## src/rtl/load_store_unit_pkg.sv

```systemverilog
// Shared definitions for the load/store unit: funct3 codes, FSM state type,
// default memory depth and the load-data extension helper.
package load_store_unit_pkg;

   localparam int unsigned LSU_DEPTH = 4096;

   localparam logic [2:0] FUNCT3_LB  = 3'b000;
   localparam logic [2:0] FUNCT3_LH  = 3'b001;
   localparam logic [2:0] FUNCT3_LW  = 3'b010;
   localparam logic [2:0] FUNCT3_LBU = 3'b100;
   localparam logic [2:0] FUNCT3_LHU = 3'b101;
   localparam logic [2:0] FUNCT3_SB  = 3'b000;
   localparam logic [2:0] FUNCT3_SH  = 3'b001;
   localparam logic [2:0] FUNCT3_SW  = 3'b010;

   typedef enum logic [1:0] {
      IDLE,
      ACCESS,
      RESP
   } lsu_state_t;

   // Extends raw memory data by load width/sign; memory-side extension is ignored.
   function automatic logic [31:0] lsu_extend(input logic [2:0] funct3, input logic [31:0] data);
      logic [31:0] ext;
      case (funct3)
         FUNCT3_LB:  ext = {{24{data[7]}}, data[7:0]};
         FUNCT3_LH:  ext = {{16{data[15]}}, data[15:0]};
         FUNCT3_LBU: ext = {24'h0, data[7:0]};
         FUNCT3_LHU: ext = {16'h0, data[15:0]};
         default:    ext = data;
      endcase
      return ext;
   endfunction

endpackage

```

## src/rtl/load_store_unit_if.sv

```systemverilog
// Pipeline-side request/response bundle of the load/store unit.
interface load_store_unit_if;

   logic        req_valid;
   logic        req_ready;
   logic        req_we;
   logic [2:0]  req_funct3;
   logic [31:0] req_addr;
   logic [31:0] req_wdata;
   logic        resp_valid;
   logic [31:0] resp_rdata;
   logic        resp_err;

   modport master (
      output req_valid, req_we, req_funct3, req_addr, req_wdata,
      input  req_ready, resp_valid, resp_rdata, resp_err
   );

   modport slave (
      input  req_valid, req_we, req_funct3, req_addr, req_wdata,
      output req_ready, resp_valid, resp_rdata, resp_err
   );

endinterface

```

## src/rtl/load_store_unit_align_check.sv

```systemverilog
// Combinational legality check of a request: funct3 code, natural alignment
// and whole-access range against the memory depth.
module lsu_align_check
   import load_store_unit_pkg::*;
#(
   parameter int unsigned DEPTH = LSU_DEPTH
) (
   input  logic        we,
   input  logic [2:0]  funct3,
   input  logic [31:0] addr,
   output logic        err
);

   logic        funct_ok;
   logic        misaligned;
   logic        out_of_range;
   logic [32:0] size;
   logic [32:0] last_byte;

   always_comb begin
      funct_ok = 1'b0;
      if (we) begin
         funct_ok = (funct3 == FUNCT3_SB) || (funct3 == FUNCT3_SH) || (funct3 == FUNCT3_SW);
      end else begin
         funct_ok = (funct3 == FUNCT3_LB) || (funct3 == FUNCT3_LH) || (funct3 == FUNCT3_LW) ||
                    (funct3 == FUNCT3_LBU) || (funct3 == FUNCT3_LHU);
      end

      case (funct3[1:0])
         2'b00:   size = 33'd1;
         2'b01:   size = 33'd2;
         default: size = 33'd4;
      endcase

      misaligned = ((funct3[1:0] == 2'b01) && addr[0]) ||
                   ((funct3[1:0] == 2'b10) && (addr[1:0] != 2'b00));

      // 33-bit arithmetic so an access near 2^32 cannot wrap back into range.
      last_byte    = {1'b0, addr} + size - 33'd1;
      out_of_range = ({1'b0, addr} >= 33'(DEPTH)) || (last_byte >= 33'(DEPTH));

      err = !funct_ok || misaligned || out_of_range;
   end

endmodule

```

## src/rtl/load_store_unit.sv

```systemverilog
// Load/store unit: accepts one pipeline request at a time, drives a single-cycle
// memory strobe, extends load data and returns a one-cycle response.
module load_store_unit
   import load_store_unit_pkg::*;
#(
   parameter int unsigned DEPTH = LSU_DEPTH,
   parameter int unsigned ADDRW = $clog2(DEPTH)
) (
   input  logic             clk,
   input  logic             rst,
   load_store_unit_if.slave bus,
   output logic             busy,
   output logic             mem_write_data,
   output logic             mem_read_data,
   output logic [ADDRW-1:0] mem_addr,
   output logic [2:0]       mem_sel,
   output logic [31:0]      mem_data_in,
   input  logic [31:0]      mem_data_out
);

   lsu_state_t       state_q;
   logic             we_q;
   logic [2:0]       funct3_q;
   logic             resp_valid_q;
   logic             resp_err_q;
   logic [31:0]      resp_rdata_q;
   logic             mem_write_q;
   logic             mem_read_q;
   logic [ADDRW-1:0] mem_addr_q;
   logic [2:0]       mem_sel_q;
   logic [31:0]      mem_data_in_q;
   logic             req_err;

   lsu_align_check #(
      .DEPTH (DEPTH)
   ) u_align_check (
      .we     (bus.req_we),
      .funct3 (bus.req_funct3),
      .addr   (bus.req_addr),
      .err    (req_err)
   );

   always_ff @(posedge clk) begin
      if (rst) begin
         state_q       <= IDLE;
         we_q          <= 1'b0;
         funct3_q      <= 3'b000;
         resp_valid_q  <= 1'b0;
         resp_err_q    <= 1'b0;
         resp_rdata_q  <= 32'h0;
         mem_write_q   <= 1'b0;
         mem_read_q    <= 1'b0;
         mem_addr_q    <= '0;
         mem_sel_q     <= 3'b000;
         mem_data_in_q <= 32'h0;
      end else begin
         unique case (state_q)
            IDLE: begin
               if (bus.req_valid) begin
                  we_q     <= bus.req_we;
                  funct3_q <= bus.req_funct3;
                  if (req_err) begin
                     // Errors skip memory entirely so the memory-side bus keeps its last value.
                     resp_valid_q <= 1'b1;
                     resp_err_q   <= 1'b1;
                     resp_rdata_q <= 32'h0;
                     state_q      <= RESP;
                  end else begin
                     mem_write_q   <= bus.req_we;
                     mem_read_q    <= !bus.req_we;
                     mem_addr_q    <= bus.req_addr[ADDRW-1:0];
                     mem_sel_q     <= bus.req_funct3;
                     mem_data_in_q <= bus.req_wdata;
                     state_q       <= ACCESS;
                  end
               end
            end
            ACCESS: begin
               mem_write_q  <= 1'b0;
               mem_read_q   <= 1'b0;
               resp_valid_q <= 1'b1;
               resp_err_q   <= 1'b0;
               resp_rdata_q <= we_q ? 32'h0 : lsu_extend(funct3_q, mem_data_out);
               state_q      <= RESP;
            end
            RESP: begin
               resp_valid_q <= 1'b0;
               state_q      <= IDLE;
            end
            default: begin
               mem_write_q  <= 1'b0;
               mem_read_q   <= 1'b0;
               resp_valid_q <= 1'b0;
               state_q      <= IDLE;
            end
         endcase
      end
   end

   assign bus.req_ready  = (state_q == IDLE);
   assign bus.resp_valid = resp_valid_q;
   assign bus.resp_err   = resp_err_q;
   assign bus.resp_rdata = resp_rdata_q;

   assign busy           = (state_q != IDLE);
   assign mem_write_data = mem_write_q;
   assign mem_read_data  = mem_read_q;
   assign mem_addr       = mem_addr_q;
   assign mem_sel        = mem_sel_q;
   assign mem_data_in    = mem_data_in_q;

endmodule

```

## src/flat_wrapper.sv

```systemverilog
// flat-port wrapper written by rule: the top's interface ports become plain ports
module load_store_unit_flat import load_store_unit_pkg::*;
#(
   parameter int unsigned DEPTH = LSU_DEPTH,
   parameter int unsigned ADDRW = $clog2(DEPTH)
)
  (clk, rst, busy, mem_write_data, mem_read_data, mem_addr, mem_sel, mem_data_in, mem_data_out, bus_req_valid, bus_req_we, bus_req_funct3, bus_req_addr, bus_req_wdata, bus_req_ready, bus_resp_valid, bus_resp_rdata, bus_resp_err);
  load_store_unit_if bus_i ();
  input  logic clk;
  input  logic rst;
  output logic busy;
  output logic mem_write_data;
  output logic mem_read_data;
  output logic [ADDRW-1:0] mem_addr;
  output logic [2:0] mem_sel;
  output logic [31:0] mem_data_in;
  input  logic [31:0] mem_data_out;
  input wire logic [$bits(bus_i.req_valid)-1:0] bus_req_valid;
  input wire logic [$bits(bus_i.req_we)-1:0] bus_req_we;
  input wire logic [$bits(bus_i.req_funct3)-1:0] bus_req_funct3;
  input wire logic [$bits(bus_i.req_addr)-1:0] bus_req_addr;
  input wire logic [$bits(bus_i.req_wdata)-1:0] bus_req_wdata;
  output wire logic [$bits(bus_i.req_ready)-1:0] bus_req_ready;
  output wire logic [$bits(bus_i.resp_valid)-1:0] bus_resp_valid;
  output wire logic [$bits(bus_i.resp_rdata)-1:0] bus_resp_rdata;
  output wire logic [$bits(bus_i.resp_err)-1:0] bus_resp_err;
  assign bus_i.req_valid = bus_req_valid;
  assign bus_i.req_we = bus_req_we;
  assign bus_i.req_funct3 = bus_req_funct3;
  assign bus_i.req_addr = bus_req_addr;
  assign bus_i.req_wdata = bus_req_wdata;
  assign bus_req_ready = bus_i.req_ready;
  assign bus_resp_valid = bus_i.resp_valid;
  assign bus_resp_rdata = bus_i.resp_rdata;
  assign bus_resp_err = bus_i.resp_err;
  load_store_unit #(.DEPTH(DEPTH), .ADDRW(ADDRW)) u_core (.clk(clk), .rst(rst), .bus(bus_i), .busy(busy), .mem_write_data(mem_write_data), .mem_read_data(mem_read_data), .mem_addr(mem_addr), .mem_sel(mem_sel), .mem_data_in(mem_data_in), .mem_data_out(mem_data_out));
endmodule
```

## config.mk

```make
export PLATFORM = sky130hd
export DESIGN_NAME = load_store_unit_flat
export DESIGN_NICKNAME = d
export VERILOG_FILES = /design/src/rtl/load_store_unit_pkg.sv /design/src/rtl/load_store_unit_if.sv /design/src/rtl/load_store_unit_align_check.sv /design/src/rtl/load_store_unit.sv /design/src/flat_wrapper.sv
export SDC_FILE = /design/constraint.sdc
export NUM_CORES = 1
export LEC_CHECK = 0
export ABC_AREA = 1
export CELL_PAD_IN_SITES_DETAIL_PLACEMENT = 0
export CELL_PAD_IN_SITES_GLOBAL_PLACEMENT = 1
export CORE_UTILIZATION = 30
export DETAILED_ROUTE_END_ITERATION = 16
export PLACE_DENSITY = 0.8
export SLEW_MARGIN = 20
export SYNTH_ARGS = -nofsm -noshare
export SYNTH_HDL_FRONTEND = slang
export SYNTH_SLANG_ARGS = --single-unit
```

## constraint.sdc

```tcl
create_clock -name clk -period 4 [get_ports clk]
set_input_delay 1.2 -clock clk [delete_from_list [all_inputs] [get_ports clk]]
set_output_delay 1.2 -clock clk [all_outputs]
set_load 0.05 [all_outputs]
```

# After elaboration in Yosys (flattened, before gate mapping)
# Index checks and enable logic that the tools add are counted.
# W data, S select, Z words.
[op_classes] n_addsub=2 magnitude_cmp=2 eq_ne=14 mux=20 bitwise_logic=2 n_reduce_logical=24
[op_table] op="$pmux W32 S4" count=1
[op_table] op="$mux W32" count=3
[op_table] op="$pmux W32 S2" count=1
[op_table] op="$add A32 B33 Y33" count=1
[op_table] op="$ge A33 B13 Y1 const B" count=1
[op_table] op="$sub A33 B1 Y33 const B" count=1
[op_table] op="$ge A32 B13 Y1 const B" count=1
[op_table] op="$eq A3 B3 Y1 const B" count=4
[op_table] op="$reduce_and A3 Y1" count=3
[op_table] op="$logic_or A1 B1 Y1" count=8
[op_table] op="$pmux W1 S2" count=4
[op_table] op="$mux W1" count=7
[op_table] op="$eq A3 B1 Y1 const B" count=2
[op_table] op="$logic_not A3 Y1" count=2
[op_table] op="$pmux W3 S2" count=1
[op_table] op="$reduce_bool A2 Y1" count=3
[op_table] op="$eq A2 B1 Y1 const B" count=2
[op_table] op="$eq A2 B2 Y1 const B" count=2
[op_table] op="$logic_not A2 Y1" count=2
[op_table] op="$mux W2" count=2
[op_table] op="$ne A2 B2 Y1 const B" count=2
[op_table] op="$pmux W2 S2" count=1
[op_table] op="$reduce_and A2 Y1" count=2
[op_table] op="$eq A3 B2 Y1 const B" count=1
[op_table] op="4 further kinds" count=7
[totals] ff_bits=89 output_inout_bits=85 elab_cells=75

# Logic depth before layout (Yosys ltp)
# Gate-level depths: netlist (run 1).
[logic_depth] word_depth=12 mapped_depth=27 mapped_depth_nobuf=25

# Hierarchy
# A second synthesis (run 1) with hierarchy kept.
[unflattened] hier_cells=1049 hier_area_um2=6336.1
[by_module_without_submodules] module="load_store_unit" n_inst=1 cells_per_inst=453 area_per_inst_um2=3398.3 seq_area_each_um2=1781.7
[by_module_without_submodules] module="lsu_align_check" n_inst=1 cells_per_inst=596 area_per_inst_um2=2937.8 seq_area_each_um2=0.0

# Worst setup path before layout (run 1)
# Ideal clock, no wire load.
[synth_path] path_kind="input to register" from="in bus_req_funct3[1]" to="reg u_core.resp_rdata_q[22], in the netlist u_core.bus.resp_rdata[22]" setup_time_ns=0.110 t_arrival_ns=3.848 path_slack_ns=0.042 stages=26 n_path_buf=1 path_cell_list="inv_1 -> nand2_1 -> ha_1 -> inv_1 -> ha_1 -> inv_1 -> fa_1 -> inv_1 -> nand3_1 -> nand3_1 -> nand2_1 -> nand2_1 -> nand2_1 -> nand2_1 -> nand2_1 -> nand2_1 -> nand3_1 -> nor2_1 -> nand2_1 -> nor2_1 -> nand3_2 -> nand3_4 -> buf_4 -> nand2_1 -> inv_1 -> nor2_1"
[synth_between] elab_chain_len=11 elab_cells_between_ends=26
[synth_rtl] item="start: declaration" line="flat_wrapper.sv:20" rtl="input wire logic [$bits(bus_i.req_funct3)-1:0] bus_req_funct3;"
[synth_rtl] item="branches (longest 8 deep; another with $add A32 B33 Y33)"
[synth_rtl] item="$logic_or A1 B1 Y1 *" line="load_store_unit_align_check.sv:42" rtl="err = !funct_ok || misaligned || out_of_range;"
[synth_rtl] item="$ne A2 B1 Y1 (no source line) *"
[synth_rtl] item="$reduce_and A3 Y1 (no source line) *"
[synth_rtl] item="end signal: assignment" line="load_store_unit.sv:83" rtl="resp_rdata_q <= we_q ? 32'h0 : lsu_extend(funct3_q, mem_data_out);"
[synth_rtl] item="end: declaration" line="load_store_unit.sv:26" rtl="logic [31:0] resp_rdata_q;"
# Mark *: on every way between the ends.
# A chain may end at the register's enable or synchronous reset.

# Worst setup path in the final report (run 1)
[layout_path] from="in bus_req_funct3[1]" to="reg u_core.mem_data_in_q[19], in the netlist u_core.mem_data_in[19]"
[layout_between] elab_chain_len=11 elab_cells_between_ends=26
[layout_rtl] item="branches (longest 8 deep; another with $add A32 B33 Y33)"
[layout_rtl] item="$logic_or A1 B1 Y1 *" line="load_store_unit_align_check.sv:42"
[layout_rtl] item="$not A1 Y1 (no source line) *"
[layout_rtl] item="$reduce_and A3 Y1 (no source line) *"
[layout_rtl] item="end signal: assignment" line="load_store_unit.sv:73" rtl="mem_data_in_q <= bus.req_wdata;"
[layout_rtl] item="end: declaration" line="load_store_unit.sv:31" rtl="logic [31:0] mem_data_in_q;"
# Marks and branches as above.

==> results summary, run 1 <==
For this run, the leading register cell type out of synthesis is sky130_fd_sc_hd__dfxtp_1. The maximum vdd drop is 0.207 mV. The combinational share of power came out at 0.429. The first global-routing pass estimated 43.0 mm of wire. The H-tree level count came out at 3. The critical path endpoint category is a register. TritonCTS built the clock tree.

The core utilization of the finished layout came out at 0.532. The critical path data arrival time came out at 4180 ps. The net total in the final layout came out at 1837. The DRC violation total after the first TritonRoute iteration came out at 614.

The critical path launch point is bus_req_funct3[1]. In this run the remaining antenna-violating nets after routing total 0. The share of synthesized flip-flops with an asynchronous set or reset is 0.

In this run the worst setup path terminates at u_core.mem_data_in[19]. The total area inside the core boundary comes to 24500 um2. The number of enable-type register cells in the synthesized netlist came out at 0. The ratio of total power to cell area is 247 nW/um2. Setup repair after global routing could not meet its margin everywhere.

The part of the Yosys area used for sequential elements came out at 0.237. The critical path launch point type is an input pin. The slowest stage of the critical path is the sky130_fd_sc_hd__fa_2 cell.

The part of the cycle the worst path needs is 0.984. The flow ran to the end, and the final reports show no timing, DRC or antenna violations. The worst setup path is of the in -> reg kind. On the final layout, the worst clock skew is 10.6 ps.

At the end of routability-driven placement, the weighted congestion stood at 0.875. The number of port buffers came out at 187. During synthesis, Yosys emitted a total of 0 warnings. The via count of the first global-routing pass came out at 8512. The wire length after detailed routing is 28.2 mm. The final-report max-slew violation count came out at 0. The count of buffering cells on the critical path with inverters included came out at 11. The worst hold margin came out at 446 ps. The cell family contributing the most delay on the critical path is simple AND/OR/NAND/NOR gates.

The endpoint of the lowest-slack register-to-register path is u_core.bus.resp_rdata[31]. The number of ports placed on the die boundary came out at 188. In the routed design, unresolved DRC markers number 0. The area growth from synthesis to layout is 72.9%. Once layout is complete, the cells apart from fillers number 2011.

The path class of the tightest hold or removal check is reg -> reg. Internal power comes to 2.02 mW. The combined area of all synthesized cells came out at 7520 um2. The instance count of the mapped netlist came out at 1333. The number of hold violations in the final report came out at 0.

The minimum setup slack among reg-to-reg paths is 1650 ps. The largest single stage delay on the critical path is 340 ps. The proportion of power drawn by flip-flops and latches is 0.292.

In this run the worst path has a maximum fanout of 6. Summing all flip-flop and latch instances after layout gives 1780 um2. Dividing the detail-routed wire length by the instance count gives 14.0 um.

The number of inserted diodes is 0. The number of buffers created by CTS is 9. The overall global routing resource usage came out at 0.209. The switching power of the nets came out at 1.19 mW. The cell at the root of the clock tree is sky130_fd_sc_hd__clkbuf_16. From left edge to right edge, the die measures 160 um. The final critical path time including I/O delays and setup is 3940 ps. Synthesis instantiated 33 different standard cells from the library. The clock sink total is 89. Prior to clock tree synthesis, the placed netlist has a worst setup slack of -852 ps. The fraction of power spent switching nets came out at 0.370. The cell count along the critical path came out at 28.

The total overflow left after global routing is 0. The initial core utilization came out at 0.307. The number of cells on the worst reg-to-reg path is 10. Entering global routing, the biggest net connects 49 pins.

The part of the power in the clock network is 0.279. The reported leakage power is 6.50 nW. The max-cap violation count came out at 0. The via total after detailed routing is 9075. The initial antenna violation count came out at 0. The launching point of the worst reg2reg path is u_core.state_q[0]. The required time reported for the critical path endpoint came out at 4250 ps. After detailed placement, the design holds a cell count of 1940. The overall power consumption is 3.21 mW. The count of fill cells added during filler insertion came out at 2371. The insertion delay to the later sink of the worst-skew pair is 360 ps. The area of the multi-input gates is 5490 um2. The standard-cell row count came out at 57. The number of register bits inferred by synthesis came out at 89. The register clock-pin slew on the reported worst setup and hold paths came out at 70 ps. The peak clock frequency supported by timing came out at 254 MHz. The final HPWL from detailed placement is 19.3 mm. The relative slew slack came out at 0.510.

Using the TritonRoute via totals, the vias-per-cell ratio works out to 4.51. In the final layout, the share of cells above drive strength 1 is 0.276. At the pin with the least slew margin, the transition time is 733 ps.

The number of nets handed over by synthesis was 1488. The synthesized area divided by synthesized cell count is 5.64 um2. In this run the deepest clock path goes through 2 buffers. The die is 160 um tall. The final-report setup violation count is 0.

The number of detailed-routing iterations run before antenna repair came out at 5. The area enclosed by the die boundary is 25700 um2. The final setup slack of the worst path came out at 64.6 ps.
synth_stat cells, types with 2 or more instances:
| cell type | count | area, um2 |
|---|---|---|
| sky130_fd_sc_hd__nand3_1 | 59 | 295 |
| sky130_fd_sc_hd__a211oi_1 | 3 | 22.5 |
| sky130_fd_sc_hd__buf_1 | 14 | 52.6 |
| sky130_fd_sc_hd__clkbuf_1 | 9 | 33.8 |
| sky130_fd_sc_hd__inv_2 | 17 | 63.8 |
| sky130_fd_sc_hd__o21ai_0 | 16 | 80.1 |
| sky130_fd_sc_hd__nor2_1 | 202 | 758 |
| sky130_fd_sc_hd__buf_4 | 3 | 22.5 |
| sky130_fd_sc_hd__o21bai_1 | 9 | 67.6 |
| sky130_fd_sc_hd__buf_6 | 7 | 78.8 |
| sky130_fd_sc_hd__clkinv_1 | 9 | 33.8 |
| sky130_fd_sc_hd__and2_1 | 4 | 25.0 |
| sky130_fd_sc_hd__o21ai_1 | 2 | 10.0 |
| sky130_fd_sc_hd__a21oi_1 | 37 | 185 |
| sky130_fd_sc_hd__nor3_1 | 8 | 40.0 |
| sky130_fd_sc_hd__a21oi_2 | 3 | 26.3 |
| sky130_fd_sc_hd__ha_1 | 51 | 638 |
| sky130_fd_sc_hd__buf_2 | 5 | 25.0 |
| sky130_fd_sc_hd__nand3_2 | 3 | 30.0 |
| sky130_fd_sc_hd__xor2_1 | 6 | 52.6 |
| sky130_fd_sc_hd__nor3_2 | 2 | 20.0 |
| sky130_fd_sc_hd__dfxtp_1 | 89 | 1780 |
| sky130_fd_sc_hd__nor2_2 | 8 | 50.1 |
| sky130_fd_sc_hd__inv_1 | 304 | 1140 |
| sky130_fd_sc_hd__nand2_1 | 377 | 1420 |
| sky130_fd_sc_hd__nand4_1 | 79 | 494 |
how the worst min path moves through the flow:
| stage | endpoint | cells past startpoint | startpoint |
|---|---|---|---|
| 2_1_floorplan | u_core.state_q[0] | 1 | u_core.state_q[0] |
| 3_3_place_gp | u_core.mem_sel[0] | 2 | u_core.mem_sel[0] |
| 3_5_place_dp | u_core.mem_sel[1] | 2 | u_core.mem_sel[1] |
| 4_1_cts | u_core.mem_sel[1] | 2 | u_core.mem_sel[1] |
| 5_1_grt | u_core.mem_sel[1] | 2 | u_core.mem_sel[1] |
| 6_report | u_core.mem_sel[2] | 2 | u_core.mem_sel[2] |
registers in the layout, summed over array words and instances, names as in the netlist:
name,flops
u_core.mem_addr,12
u_core.bus.resp_err,1
u_core.bus.resp_rdata,32
u_core.mem_sel,3
u_core.mem_data_in,32
u_core.mem_write_data,1
u_core.mem_read_data,1
u_core.funct3_q,3
u_core.we_q,1
u_core.state_q,2
u_core.bus.resp_valid,1
cell families after synthesis:
| group | Yosys count | synth area share |
|---|---|---|
| fa+ha+maj | 52 | 0.0875 |
| flops | 89 | 0.237 |
| xor+xnor | 7 | 0.00815 |
| simple gates | 745 | 0.420 |
| buf+inv | 368 | 0.193 |
| compound gates | 72 | 0.0541 |
placed cells by master (no fill, tap or decap), types with 3 or more instances in the layout:
master                              n
sky130_fd_sc_hd__nand2_1          309
sky130_fd_sc_hd__inv_1            267
sky130_fd_sc_hd__nor2_1           162
sky130_fd_sc_hd__clkdlybuf4s50_1  158
sky130_fd_sc_hd__buf_4            152
sky130_fd_sc_hd__dfxtp_1           89
sky130_fd_sc_hd__nand4_1           79
sky130_fd_sc_hd__inv_2             53
sky130_fd_sc_hd__nand2_2           52
sky130_fd_sc_hd__nand3_1           36
sky130_fd_sc_hd__ha_4              29
sky130_fd_sc_hd__nor2_4            24
sky130_fd_sc_hd__nor2_2            24
sky130_fd_sc_hd__a21oi_1           22
sky130_fd_sc_hd__ha_1              22
sky130_fd_sc_hd__dlymetal6s2s_1    18
sky130_fd_sc_hd__nand2_4           17
sky130_fd_sc_hd__clkbuf_16         16
sky130_fd_sc_hd__o21ai_0           15
sky130_fd_sc_hd__nand3_2           14
sky130_fd_sc_hd__a21oi_2           14
sky130_fd_sc_hd__nand3_4           13
sky130_fd_sc_hd__buf_6             11
sky130_fd_sc_hd__clkinv_1           9
sky130_fd_sc_hd__buf_16             8
sky130_fd_sc_hd__buf_12             8
sky130_fd_sc_hd__o21bai_1           7
sky130_fd_sc_hd__xor2_1             6
sky130_fd_sc_hd__nor3_1             5
sky130_fd_sc_hd__dlygate4sd2_1      5
sky130_fd_sc_hd__a21oi_4            4
sky130_fd_sc_hd__nor3_4             4
sky130_fd_sc_hd__inv_6              3
sky130_fd_sc_hd__a211oi_1           3
sky130_fd_sc_hd__buf_8              3
layer usage:
metal,vias up,wire length (um),track usage,part of all wire
met3,56,1180,0.0310,0.042
met4,0,924,0.0810,0.033
met2,255,13400,0.352,0.47
met1,4047,12700,0.267,0.45
met5,-,0,0,0
li1,4717,-,-,-
area by class of cell:
cell class / count / area share
sequential: 89 / 0.137
tap: 324 / 0.0312
timing repair buffer: 376 / 0.291
clock inverter: 6 / 0.00568
clock buffer: 10 / 0.0176
inverter: 330 / 0.0957
multi-input combinational: 876 / 0.422
metrics by stage:
stage          setup TNS, ps  instance area [um2]
6_report                   0                13000
5_1_grt                -3140                13000
4_1_cts                    0                11900
3_5_place_dp          -68710                10700
3_3_place_gp          -59680                10700
2_1_floorplan              0                 7520
worst reg2reg max path, cell delays in order, from the launching register on:
cell	delay, ps
sky130_fd_sc_hd__dfxtp_1	400
sky130_fd_sc_hd__inv_1	100
sky130_fd_sc_hd__nor2_1	90
sky130_fd_sc_hd__inv_1	60
sky130_fd_sc_hd__nor2_1	470
sky130_fd_sc_hd__nand2_1	440
sky130_fd_sc_hd__inv_1	260
sky130_fd_sc_hd__o21ai_0	150
sky130_fd_sc_hd__nand4_1	130
sky130_fd_sc_hd__nand2_1	80
sky130_fd_sc_hd__nor2_1	120
repair_timing:
item,CTS,global route
endpoints found under the setup margin,85,85
endpoints found under the hold margin,0,0
pin swaps,33,103
gates cloned,10,8
resized for setup,142,218
buffers inserted,24,16
hold buffers,0,0
power by group through the flow:
stage | Clock, mW | Combinational [mW] | Sequential (mW)
final | 0.897 | 1.38 | 0.937
after global routing | 0.958 | 1.50 | 0.941
after CTS | 0.910 | 1.20 | 0.936
after detailed placement | 0 | 1.08 | 0.956
after global placement | 0 | 1.08 | 0.956
after floorplan | 0 | 0.516 | 1.05
Note: power is estimated with default switching activity, not from simulation.
==> run 2, diff against run 1 <==
Settings changed: CORE_ASPECT_RATIO from default to 0.8, TNS_END_PERCENT from default to 50.
==> results summary, run 2 (synthesis gave the netlist of run 1 again) <==
Run status: completed (unchanged). The stage delay of the slowest cell on the critical path came out at 350 ps (was 340 ps). The wire length after detailed routing came out at 28.3 mm (was 28.2 mm). The number of hold violations in the final report is 0 (unchanged). The H-tree level count came out at 3 (unchanged). The final HPWL from detailed placement is 19.2 mm (was 19.3 mm). The critical path endpoint category is a register (unchanged). The critical path launch point type is an input pin (unchanged). The relative area change from synthesis to final layout is 75.1% (was 72.9%). The peak clock frequency supported by timing came out at 254 MHz (about the same). The placed instance area came out at 10600 um2 (was 10700 um2).

The worst clock skew on the final layout is 13.7 ps (was 10.6 ps). The count of hold-fix buffers inserted at cts came out at 0 (unchanged). The CTS tree was done (unchanged). Commonest non-fill, non-tap cells in the layout: sky130_fd_sc_hd__nand2_1, sky130_fd_sc_hd__inv_1, sky130_fd_sc_hd__buf_4 (was sky130_fd_sc_hd__nand2_1, sky130_fd_sc_hd__inv_1, sky130_fd_sc_hd__nor2_1). The standard-cell row count is 51 (was 57). The number of detailed-routing iterations run before antenna repair came to 5 (unchanged).

The final standard cell area without fillers was 13200 um2 (was 13000 um2). The worst hold margin is 453 ps (was 446 ps). The relative slew slack is 0.530 (was 0.510). The ratio of total power to cell area is 246 nW/um2 (was 247 nW/um2). The cell at the root of the clock tree was sky130_fd_sc_hd__clkbuf_16 (unchanged). The net total in the final layout came to 1842 (was 1837). The clock sink total came out at 89 (unchanged). Unrepaired setup endpoints after global routing: true (unchanged). The insertion delay to the later sink of the worst-skew pair came out at 350 ps (was 360 ps).

The overall power consumption was 3.24 mW (was 3.21 mW). The overall global routing resource usage is 0.211 (was 0.209). The peak fanout along the critical path was 6 (unchanged).

The width of the chip is 179 um (was 160 um). The number of non-filler instances in the completed layout came out at 2011 (unchanged). The global placement routability congestion came to 0.931 (was 0.875). The number of remaining DRC errors is 0 (unchanged). The final-report setup violation count is 0 (unchanged). The final setup TNS came out at 0 ps (unchanged). The reported leakage power is 6.48 nW (was 6.50 nW). The post-detailed-route count of antenna-violating nets is 0 (unchanged). The via total after detailed routing came out at 9126 (was 9075). The maximum vdd drop was 0.232 mV (was 0.207 mV). The most common cell after layout, fill and taps aside is sky130_fd_sc_hd__nand2_1 (unchanged).

The standard cell core area is 24400 um2 (was 24500 um2). The total congestion overflow came out at 0 (unchanged). The wire length of the first global-routing pass was 43.0 mm (about the same). The slew at the pin closest to its max-slew limit is 702 ps (was 733 ps). The final-report max-slew violation count is 0 (unchanged). The maximum buffer depth of the clock tree came out at 2 (unchanged). The required time reported for the critical path endpoint is 4280 ps (was 4250 ps).

The number of buffers created by CTS is 9 (unchanged). The initial core utilization was 0.308 (was 0.307). The register clock-pin slew on the reported worst setup and hold paths is 70 ps (about the same). The DRC violation total after the first TritonRoute iteration is 475 (was 614).

The pin count of the biggest net entering global routing is 49 (unchanged). The kind of critical path was in -> reg (unchanged). The chip height came out at 144 um (was 160 um). The area enclosed by the die boundary came out at 25700 um2 (about the same).

The initial antenna violation count is 2 (was 0). The number of port buffers came out at 187 (unchanged). The cell family contributing the most delay on the critical path was simple AND/OR/NAND/NOR gates (unchanged). The critical path data arrival time was 4220 ps (was 4180 ps). The number of ports placed on the die boundary was 188 (unchanged). The cell total after placement was 1934 (was 1940). The final critical path time including I/O delays and setup came out at 3940 ps (about the same).

The detailed-route vias per instance is 4.54 (was 4.51). The type of the worst min-delay path was reg -> reg (unchanged). The cell with the largest stage delay on the worst path is sky130_fd_sc_hd__fa_2 (unchanged). The fraction of final layout cells sized beyond drive strength 1 is 0.304 (was 0.276). The detailed-route wire length per cell is 14.1 um (was 14.0 um). The max-cap violation count came out at 0 (unchanged). The via count of the first global-routing pass came to 8548 (was 8512).

The count of buffering cells on the critical path with inverters included is 9 (was 11). The part of the cycle the worst path needs came to 0.984 (about the same).
-- run 2: cell types whose count changed in the layout (fill, tap and decap cells not counted), sizes merged, moves of 2 or more --
cell,change
buf,+8
clkbuf,-2
clkdlybuf4s50,-4
dlygate4sd2,+6
-- run 2: area by class of cell --
cell class | instances | area (um2)
clock inverters | 6 | 73.8
inverters | 330 | 1240
fillers | 2389 | 11300
well taps | 318 | 398
clock buffers | 10 | 229
repair buffers | 381 | 3750
flip-flops and latches | 89 | 1780
multi-input cells | 876 | 5680
diodes | 1 | 2.50
-- run 2: layer usage --
| metal | wire, um | track usage | vias up |
|---|---|---|---|
| met5 | 13 | 0 | - |
| met2 | 12800 | 0.345 | 234 |
| met4 | 230 | 0.0317 | 2 |
| met1 | 13300 | 0.289 | 4122 |
| li1 | - | - | 4747 |
| met3 | 1930 | 0.0434 | 21 |
-- run 2: power breakdown --
group | switching (mW) | internal [mW] | leakage (nW)
Clock | 0.398 | 0.495 | 0.142
Combinational | 0.782 | 0.630 | 5.61
Sequential | 0.0185 | 0.918 | 0.724
-- run 2: final timing paths --
| kind | slack, ps | startpoint | to | depth (start not counted) |
|---|---|---|---|---|
| worst max-delay path | 60 | bus_req_funct3[1] | u_core.mem_data_in[11] | 28 |
| worst min-delay path | 450 | u_core.mem_sel[2] | u_core.mem_sel[2] | 2 |
| worst max register to register | 1630 | u_core.state_q[0] | u_core.bus.resp_rdata[23] | 10 |
| worst min register to register | 450 | u_core.mem_sel[2] | u_core.mem_sel[2] | 2 |
-- run 2: worst register-to-register path: stages, from the launching register on --
cell,delay (ps)
sky130_fd_sc_hd__dfxtp_1,410
sky130_fd_sc_hd__inv_1,110
sky130_fd_sc_hd__nor2_1,90
sky130_fd_sc_hd__inv_1,60
sky130_fd_sc_hd__nor2_1,540
sky130_fd_sc_hd__nand2_1,400
sky130_fd_sc_hd__inv_1,290
sky130_fd_sc_hd__o21ai_0,130
sky130_fd_sc_hd__nand4_1,120
sky130_fd_sc_hd__nand2_1,70
sky130_fd_sc_hd__nor2_1,110
-- run 2: through the flow --
| stage | setup slack (ps) | util |
|---|---|---|
| 5_1_grt | -50.9 | 0.538 |
| 3_3_place_gp | -781 | 0.436 |
| 2_1_floorplan | 41.8 | - |
| 3_5_place_dp | -835 | 0.436 |
| 4_1_cts | 3.78 | 0.502 |
| 6_report | 62.2 | 0.539 |
-- run 2: timing repair --
| item | in CTS | in global routing |
|---|---|---|
| resized for setup | 203 | 210 |
| endpoints found under the setup margin | 85 | 85 |
| gates cloned | 9 | 6 |
| buffers inserted | 43 | 9 |
| endpoints found under the hold margin | 0 | 0 |
| pin swaps | 61 | 102 |
